[config.mk]
export PLATFORM = sky130hd
export DESIGN_NAME = ifetch_unit
export DESIGN_NICKNAME = d
export VERILOG_FILES = /design/src/rtl/ifetch_unit.sv
export SDC_FILE = /design/constraint.sdc
export NUM_CORES = 1
export LEC_CHECK = 0
export BUFFER_PORTS_ARGS = -buffer_cell sky130_fd_sc_hd__buf_2
export CAP_MARGIN = 20
export CORE_UTILIZATION = 59
export CTS_CLUSTER_SIZE = 16
export DETAILED_ROUTE_END_ITERATION = 6
export PLACE_DENSITY_LB_ADDON = 0.15
export SLEW_MARGIN = 20
export SYNTH_ARGS = -nofsm -noshare
export SYNTH_HDL_FRONTEND = slang
export SYNTH_SLANG_ARGS = --single-unit
[constraint.sdc]
create_clock -name clk -period 6.65 [get_ports clk]
set_clock_uncertainty 0.1 [all_clocks]
set_input_delay 0.3325 -clock clk [delete_from_list [all_inputs] [get_ports clk]]
set_output_delay 0.3325 -clock clk [all_outputs]
set_load 0.005 [all_outputs]
[src/rtl/ifetch_unit.sv]
// Instruction-fetch stage: issues aligned imem reads for accepted PCs, matches in-order
// responses to their PCs and queues fetched instructions for decode; flush drops everything.
module ifetch_unit #(
    parameter int PC_WIDTH    = 32,
    parameter int INSTR_WIDTH = 32,
    parameter int DEPTH       = 2
) (
    input  logic                   clk,
    input  logic                   rst,
    input  logic [PC_WIDTH-1:0]    pc_i,
    input  logic                   pc_valid_i,
    output logic                   pc_ready_o,
    input  logic                   flush_i,
    output logic                   imem_req_o,
    output logic [PC_WIDTH-1:0]    imem_addr_o,
    input  logic                   imem_gnt_i,
    input  logic                   imem_rvalid_i,
    input  logic [INSTR_WIDTH-1:0] imem_rdata_i,
    output logic [INSTR_WIDTH-1:0] instr_o,
    output logic [PC_WIDTH-1:0]    instr_pc_o,
    output logic                   instr_misalign_o,
    output logic                   instr_valid_o,
    input  logic                   instr_ready_i
);

    localparam int AW = $clog2(DEPTH);
    localparam int CW = AW + 1;

    logic [CW-1:0] inflight_q, inflight_d;
    logic [CW-1:0] kill_q, kill_d;
    logic [CW-1:0] qcount_q, qcount_d;
    logic [AW-1:0] pend_wr_q, pend_wr_d, pend_rd_q, pend_rd_d;
    logic [AW-1:0] q_wr_q, q_wr_d, q_rd_q, q_rd_d;

    logic [PC_WIDTH-1:0]    pend_mem_q [DEPTH];
    logic [INSTR_WIDTH-1:0] qi_mem_q   [DEPTH];
    logic [PC_WIDTH-1:0]    qp_mem_q   [DEPTH];
    logic                   qm_mem_q   [DEPTH];

    logic                credit;
    logic                hs;
    logic                q_push;
    logic                q_pop;
    logic [PC_WIDTH-1:0] rsp_pc;

    assign credit      = ({1'b0, inflight_q} + {1'b0, qcount_q}) < (CW+1)'(DEPTH);
    assign imem_req_o  = pc_valid_i & credit & ~flush_i & ~rst;
    assign imem_addr_o = {pc_i[PC_WIDTH-1:2], 2'b00};
    assign hs          = imem_req_o & imem_gnt_i;
    assign pc_ready_o  = hs;
    assign rsp_pc      = pend_mem_q[pend_rd_q];

    assign instr_valid_o    = (qcount_q != '0);
    assign instr_o          = instr_valid_o ? qi_mem_q[q_rd_q] : '0;
    assign instr_pc_o       = instr_valid_o ? qp_mem_q[q_rd_q] : '0;
    assign instr_misalign_o = instr_valid_o & qm_mem_q[q_rd_q];

    always_comb begin
        q_push     = imem_rvalid_i & ~flush_i & (kill_q == '0);
        q_pop      = instr_valid_o & instr_ready_i & ~flush_i;
        inflight_d = inflight_q + CW'(hs) - CW'(imem_rvalid_i);
        pend_wr_d  = hs ? pend_wr_q + AW'(1) : pend_wr_q;
        pend_rd_d  = imem_rvalid_i ? pend_rd_q + AW'(1) : pend_rd_q;
        kill_d     = kill_q;
        qcount_d   = qcount_q + CW'(q_push) - CW'(q_pop);
        q_wr_d     = q_push ? q_wr_q + AW'(1) : q_wr_q;
        q_rd_d     = q_pop ? q_rd_q + AW'(1) : q_rd_q;
        if (flush_i) begin
            // inflight already covers responses marked for killing, so everything still
            // outstanding after this cycle's response becomes a kill.
            kill_d   = inflight_q - CW'(imem_rvalid_i);
            qcount_d = '0;
            q_wr_d   = '0;
            q_rd_d   = '0;
        end else if (imem_rvalid_i && kill_q != '0) begin
            kill_d = kill_q - CW'(1);
        end
    end

    always_ff @(posedge clk or posedge rst) begin
        if (rst) begin
            inflight_q <= '0;
            kill_q     <= '0;
            qcount_q   <= '0;
            pend_wr_q  <= '0;
            pend_rd_q  <= '0;
            q_wr_q     <= '0;
            q_rd_q     <= '0;
        end else begin
            inflight_q <= inflight_d;
            kill_q     <= kill_d;
            qcount_q   <= qcount_d;
            pend_wr_q  <= pend_wr_d;
            pend_rd_q  <= pend_rd_d;
            q_wr_q     <= q_wr_d;
            q_rd_q     <= q_rd_d;
        end
    end

    // Storage carries no reset: outputs are gated by the registered queue count.
    always_ff @(posedge clk) begin
        if (hs) begin
            pend_mem_q[pend_wr_q] <= pc_i;
        end
        if (q_push) begin
            qi_mem_q[q_wr_q] <= imem_rdata_i;
            qp_mem_q[q_wr_q] <= rsp_pc;
            qm_mem_q[q_wr_q] <= (rsp_pc[1:0] != 2'b00);
        end
    end

    a_rvalid_without_request : assert property (@(posedge clk) disable iff (rst)
        imem_rvalid_i |-> (inflight_q != '0));

    a_pending_overflow : assert property (@(posedge clk) disable iff (rst)
        hs |-> (inflight_q != CW'(DEPTH)) || imem_rvalid_i);

endmodule

# Word level (Yosys, flattened, before mapping)
# Memory sizes are Yosys's and may differ from the RTL's.
# Cells that the tools add are included.
[word_totals]
reg_bits = 10
mem_count = 4
mem_bits_rw = 194
word_cells = 55
[op_classes]
n_mux = 13
order_cmp = 1
n_addsub = 11
n_reduce_logical = 8
bitwise = 11
[memory_table]
columns = ["name", "depth", "word_bits", "rd", "rd_ports_with_merged_regs", "write_ports", "line_no", "text"]
rows = [
  ["pend_mem_q", 2, 32, 1, 0, 1, "35", "logic [PC_WIDTH-1:0] pend_mem_q [DEPTH];"],
  ["qi_mem_q", 2, 32, 1, 0, 1, "36", "logic [INSTR_WIDTH-1:0] qi_mem_q [DEPTH];"],
  ["qp_mem_q", 2, 32, 1, 0, 1, "37", "logic [PC_WIDTH-1:0] qp_mem_q [DEPTH];"],
  ["qm_mem_q", 2, 1, 1, 0, 1, "38", "logic qm_mem_q [DEPTH];"],
]
[op_table]
columns = ["op", "n"]
rows = [
  ["$mux W32", 2],
  ["$reduce_bool A2 Y1", 6],
  ["$and A1 B1 Y1", 9],
  ["$mux W1", 8],
  ["$mux W2", 3],
  ["$sub A2 B1 Y2", 3],
  ["$add A1 B1 Y1 const B", 4],
  ["$add A2 B1 Y2", 2],
  ["$add A2 B2 Y3", 1],
  ["$lt A3 B2 Y1 const B", 1],
  ["$logic_not A2 Y1", 1],
  ["$not A1 Y1", 2],
  ["$sub A2 B1 Y2 const B", 1],
  ["$logic_and A1 B1 Y1", 1],
]

# Depth between registers and ports, before layout
[depth]
word_depth = 8
ltp_mapped = 10

# Least setup slack after synthesis
# OpenSTA, ideal clock, no wires.
[synth_path]
path_kind = "flip-flop to flip-flop"
startpoint = "register kill_q[0]"
endpoint = "memory qi_mem_q[0][0], enable pin"
required_time_ns = 6.062
path_stages_with_launch = 6
period_less_slack_ns = 4.247
path_buffers = 0
t_arrival_ns = 3.659
setup_time_ns = 0.488
path_slack_ns = 2.403
path_cell_list = "dfrtp_1 > inv_1 > ha_1 > nand2_1 > or2_2 > nor2_1"
[synth_between]
elab_chain_len = 4
[synth_rtl]
columns = ["element", "line_no", "text"]
rows = [
  ["from (decl)", "30", "logic [CW-1:0] kill_q, kill_d;"],
  ["from (signal assigned)", "91", "kill_q <= kill_d;"],
  ["$logic_not A2 Y1", "59", "q_push = imem_rvalid_i & ~flush_i & (kill_q == '0);"],
  ["$and A1 B1 Y1", "59", ""],
  ["$mux W1", "105", "if (q_push) begin"],
  ["$mux W1 (not written as such)", "106", "qi_mem_q[q_wr_q] <= imem_rdata_i;"],
  ["to (decl)", "36", ""],
]
# No other way between the ends.

# Worst setup path in the final report
[layout_path]
startpoint = "register qcount_q[0]"
endpoint = "memory pend_mem_q[0][13], enable pin"
[layout_between]
elab_chain_len = 8
[layout_rtl]
columns = ["element", "line_no", "text"]
rows = [
  ["from (decl)", "31", "logic [CW-1:0] qcount_q, qcount_d;"],
  ["from (signal assigned)", "92", "qcount_q <= qcount_d;"],
  ["$add A2 B2 Y3", "46", "assign credit = ({1'b0, inflight_q} + {1'b0, qcount_q}) < (CW+1)'(DEPTH);"],
  ["$lt A3 B2 Y1", "46", ""],
  ["$and A1 B1 Y1 (3 in series)", "47", "assign imem_req_o = pc_valid_i & credit & ~flush_i & ~rst;"],
  ["$and A1 B1 Y1", "49", "assign hs = imem_req_o & imem_gnt_i;"],
  ["$mux W1", "102", "if (hs) begin"],
  ["$mux W1 (not written as such)", "103", "pend_mem_q[pend_wr_q] <= pc_i;"],
  ["to (decl)", "35", ""],
]
# No other way between the ends.

==> run metrics <==
CORE AREA 13350 um^2; clk_lat worst skew 0.47 ns; worst path cell trace and2_1 > fa_1 > nor4b_4 > nand2_2 > nor2_4; Die X 119.4 um; FP Rows 42; CTS max path bufs 3; post-route core utilization 0.7638; Peak VDD IR 0.2490 mV; count of mapped cells out of synthesis 468; pwr dens 327.7 nW/um^2; cells on worst reg2reg path 5; DRC Markers 0; Worst Setup Start Kind flip-flop; relative slew slack 0.3167; CP Class flip-flop to flip-flop; TritonCTS buffer count 20; Final Slew Violations 0; clock root buffer clkbuf_16; initial drt markers 219; CP max stage cell nor2_4; gr ovfl total 0; DP Wirelength 8032 um; port buffer count 168; Seq/Total Area, Yosys 0.7474; worst min path class primary input to flip-flop; CTS resizes 0; Ports 171; Critical Path RT 6.64 ns; Total Routed Length 14280 um; area fraction of the dominant cell type after synthesis 0.7166; vias in the first global route 4435; status finished clean; Area Growth Syn to Fin 25.41%; Synth Register Bits 204; via count 4405; Die Height 119.4 um; diode count 0; ys async rst share 0.04902; worst-path fanout max 32; Commonest cells post-synth edfxtp_1, nor2_1, mux2i_1; leakage dissipation 3.864 nW; Post-CTS Repair Setup Buffers 0; initial antenna violation count 0; H-tree Lvls 1; RSZ-0062 raised after global routing false; largest net degree at the start of global routing 67; Synth warnings 0; Sink Count 204; Final min period 2.864 ns; crit end category flip-flop; first-pass GRT wire length 21800 um; post-route ant nets 0; initial cell density of the core 0.6090; routed vias/inst 5.063; Synth Flop Type edfxtp_1; final period utilization 0.4307; top cells by area, synth edfxtp_1, mux2i_1, mux2_2; Final Hold Vio Count 0; GRT Total Usage 0.1997; routability cong. 0.7603; Die ar. 14250 um^2; Tightest Pin Transition 1.023 ns; share of cells above drive strength 1 0.3501; Hold Path Depth 2; CTS tree done; synthesized area 8129 um^2; Arrival @ worst endpoint 2.86 ns; most common cell in the netlist edfxtp_1; max_cap viols 0; fmax 0.3491 GHz; clock-pin slew on the worst setup and hold paths 0.06 ns; routed len/inst 16.41 um; Yosys top cell by area edfxtp_1; Avg Cell Area, Syn 17.37 um^2; EDFF count, synth 194; count of different cell masters after synthesis 29; DRT Pass-1 Iters 4; NumNets Final 757; TNS Setup 0 ns; Critical Path Max Stage Delay 0.79 ns; final setup fails 0
## worst paths after layout
check / startpoint / end / slack (ns)
setup reg to reg: qcount_q[0] / pend_mem_q[0][13] / 3.79
max in group asynchronous: rst / q_rd_q / 5.82
hold / removal: flush_i / q_wr_q / 0.09
hold reg to reg: pend_wr_q / pend_wr_q / 0.45
min in group asynchronous: rst / q_rd_q / 0.31
setup / recovery: qcount_q[0] / pend_mem_q[0][13] / 3.79
## flip-flops by register name (all words and copies together), names as in the netlist
register and count:
qi_mem_q 64, q_wr_q 1, kill_q 2, pend_rd_q 1
inflight_q 2, pend_mem_q 64, qm_mem_q 2, pend_wr_q 1
qp_mem_q 64, q_rd_q 1, qcount_q 2
## kinds of logic after synthesis
| kind of cell | count (synthesis) | share of synthesized area |
|---|---|---|
| DFF | 204 | 0.7474 |
| muxes | 99 | 0.1279 |
| and+or+nand+nor | 87 | 0.04587 |
| buffers and inverters | 61 | 0.05833 |
| xor gates and xnor gates | 8 | 0.008620 |
| adders and majority gates | 6 | 0.01016 |
| AOI/OAI and AO/OA | 2 | 0.001230 |
| other | 1 | 0.0004613 |
## stage by stage
stage	worst slack (ns)	std cells	power (mW)	hold WS (ns)	instance area [um^2]
after floorplan	2.403	469	2.079	0.07771	8133
after global placement	3.782	765	2.231	0.2460	8818
after detailed placement	3.720	765	2.248	0.2499	8818
after CTS	3.700	867	3.362	0.06114	10120
after global routing	3.623	870	3.481	0.1074	10190
final	3.786	870	3.341	0.09402	10190
## worst max-delay path: cells and delay by family, from the launching register on
kind	cells	cell delay, ns
adder cells (fa/ha/maj)	1	0.49
AND/OR/NAND/NOR	4	1.46
flip-flops	1	0.42
## power by group
group,leakage [nW],switching (mW),internal [mW]
Sequential,1.88,0.0456,1.54
Clock,0.309,0.429,0.652
Combinational,1.68,0.356,0.317
## routing by layer
layer	up-vias	track usage	routed length [um]
li1	2107	-	-
met1	2121	0.2473	6060
met2	155	0.3568	7219
met3	22	0.03784	751
met4	0	0.05859	244
met5	-	0	0
## timing repair
item	in CTS	in global routing
setup endpoints to repair	0	0
endpoints found under the hold margin	139	0
hold buffers	66	0
## cells in the final DEF, fill, tap and decap left out, types with 2 or more instances in the layout
master         netlist  final
xnor2_1              3      3
buf_16               0      2
buf_2                5    168
clkinv_1             0      6
ha_1                 5      5
xor2_1               5      5
mux2_2              31     31
bufinv_16            0      2
nand2_1              2      2
buf_4               38      4
mux2i_1             66     66
dfrtp_1             10      9
and2_1               3      3
nor2_1              73     69
mux2_4               2      2
inv_1                9      9
conb_1               1      2
clkinv_2             0      2
edfxtp_1           194    194
clkbuf_1             2      4
nor2_4               0      4
dlygate4sd3_1        0     66
clkbuf_16            0     21
nor2b_1              2      2
## cell type report
cell class / instances / area [um^2]
flip-flops and latches: 204 / 6080
fillers: 783 / 3153
multi-input cells: 204 / 1614
repair buffers: 241 / 1607
clock buffers: 25 / 540.5
well taps: 176 / 220.2
clock inverters: 11 / 100.1
inverters: 9 / 33.78
Note: power is estimated with default switching activity, not from simulation.
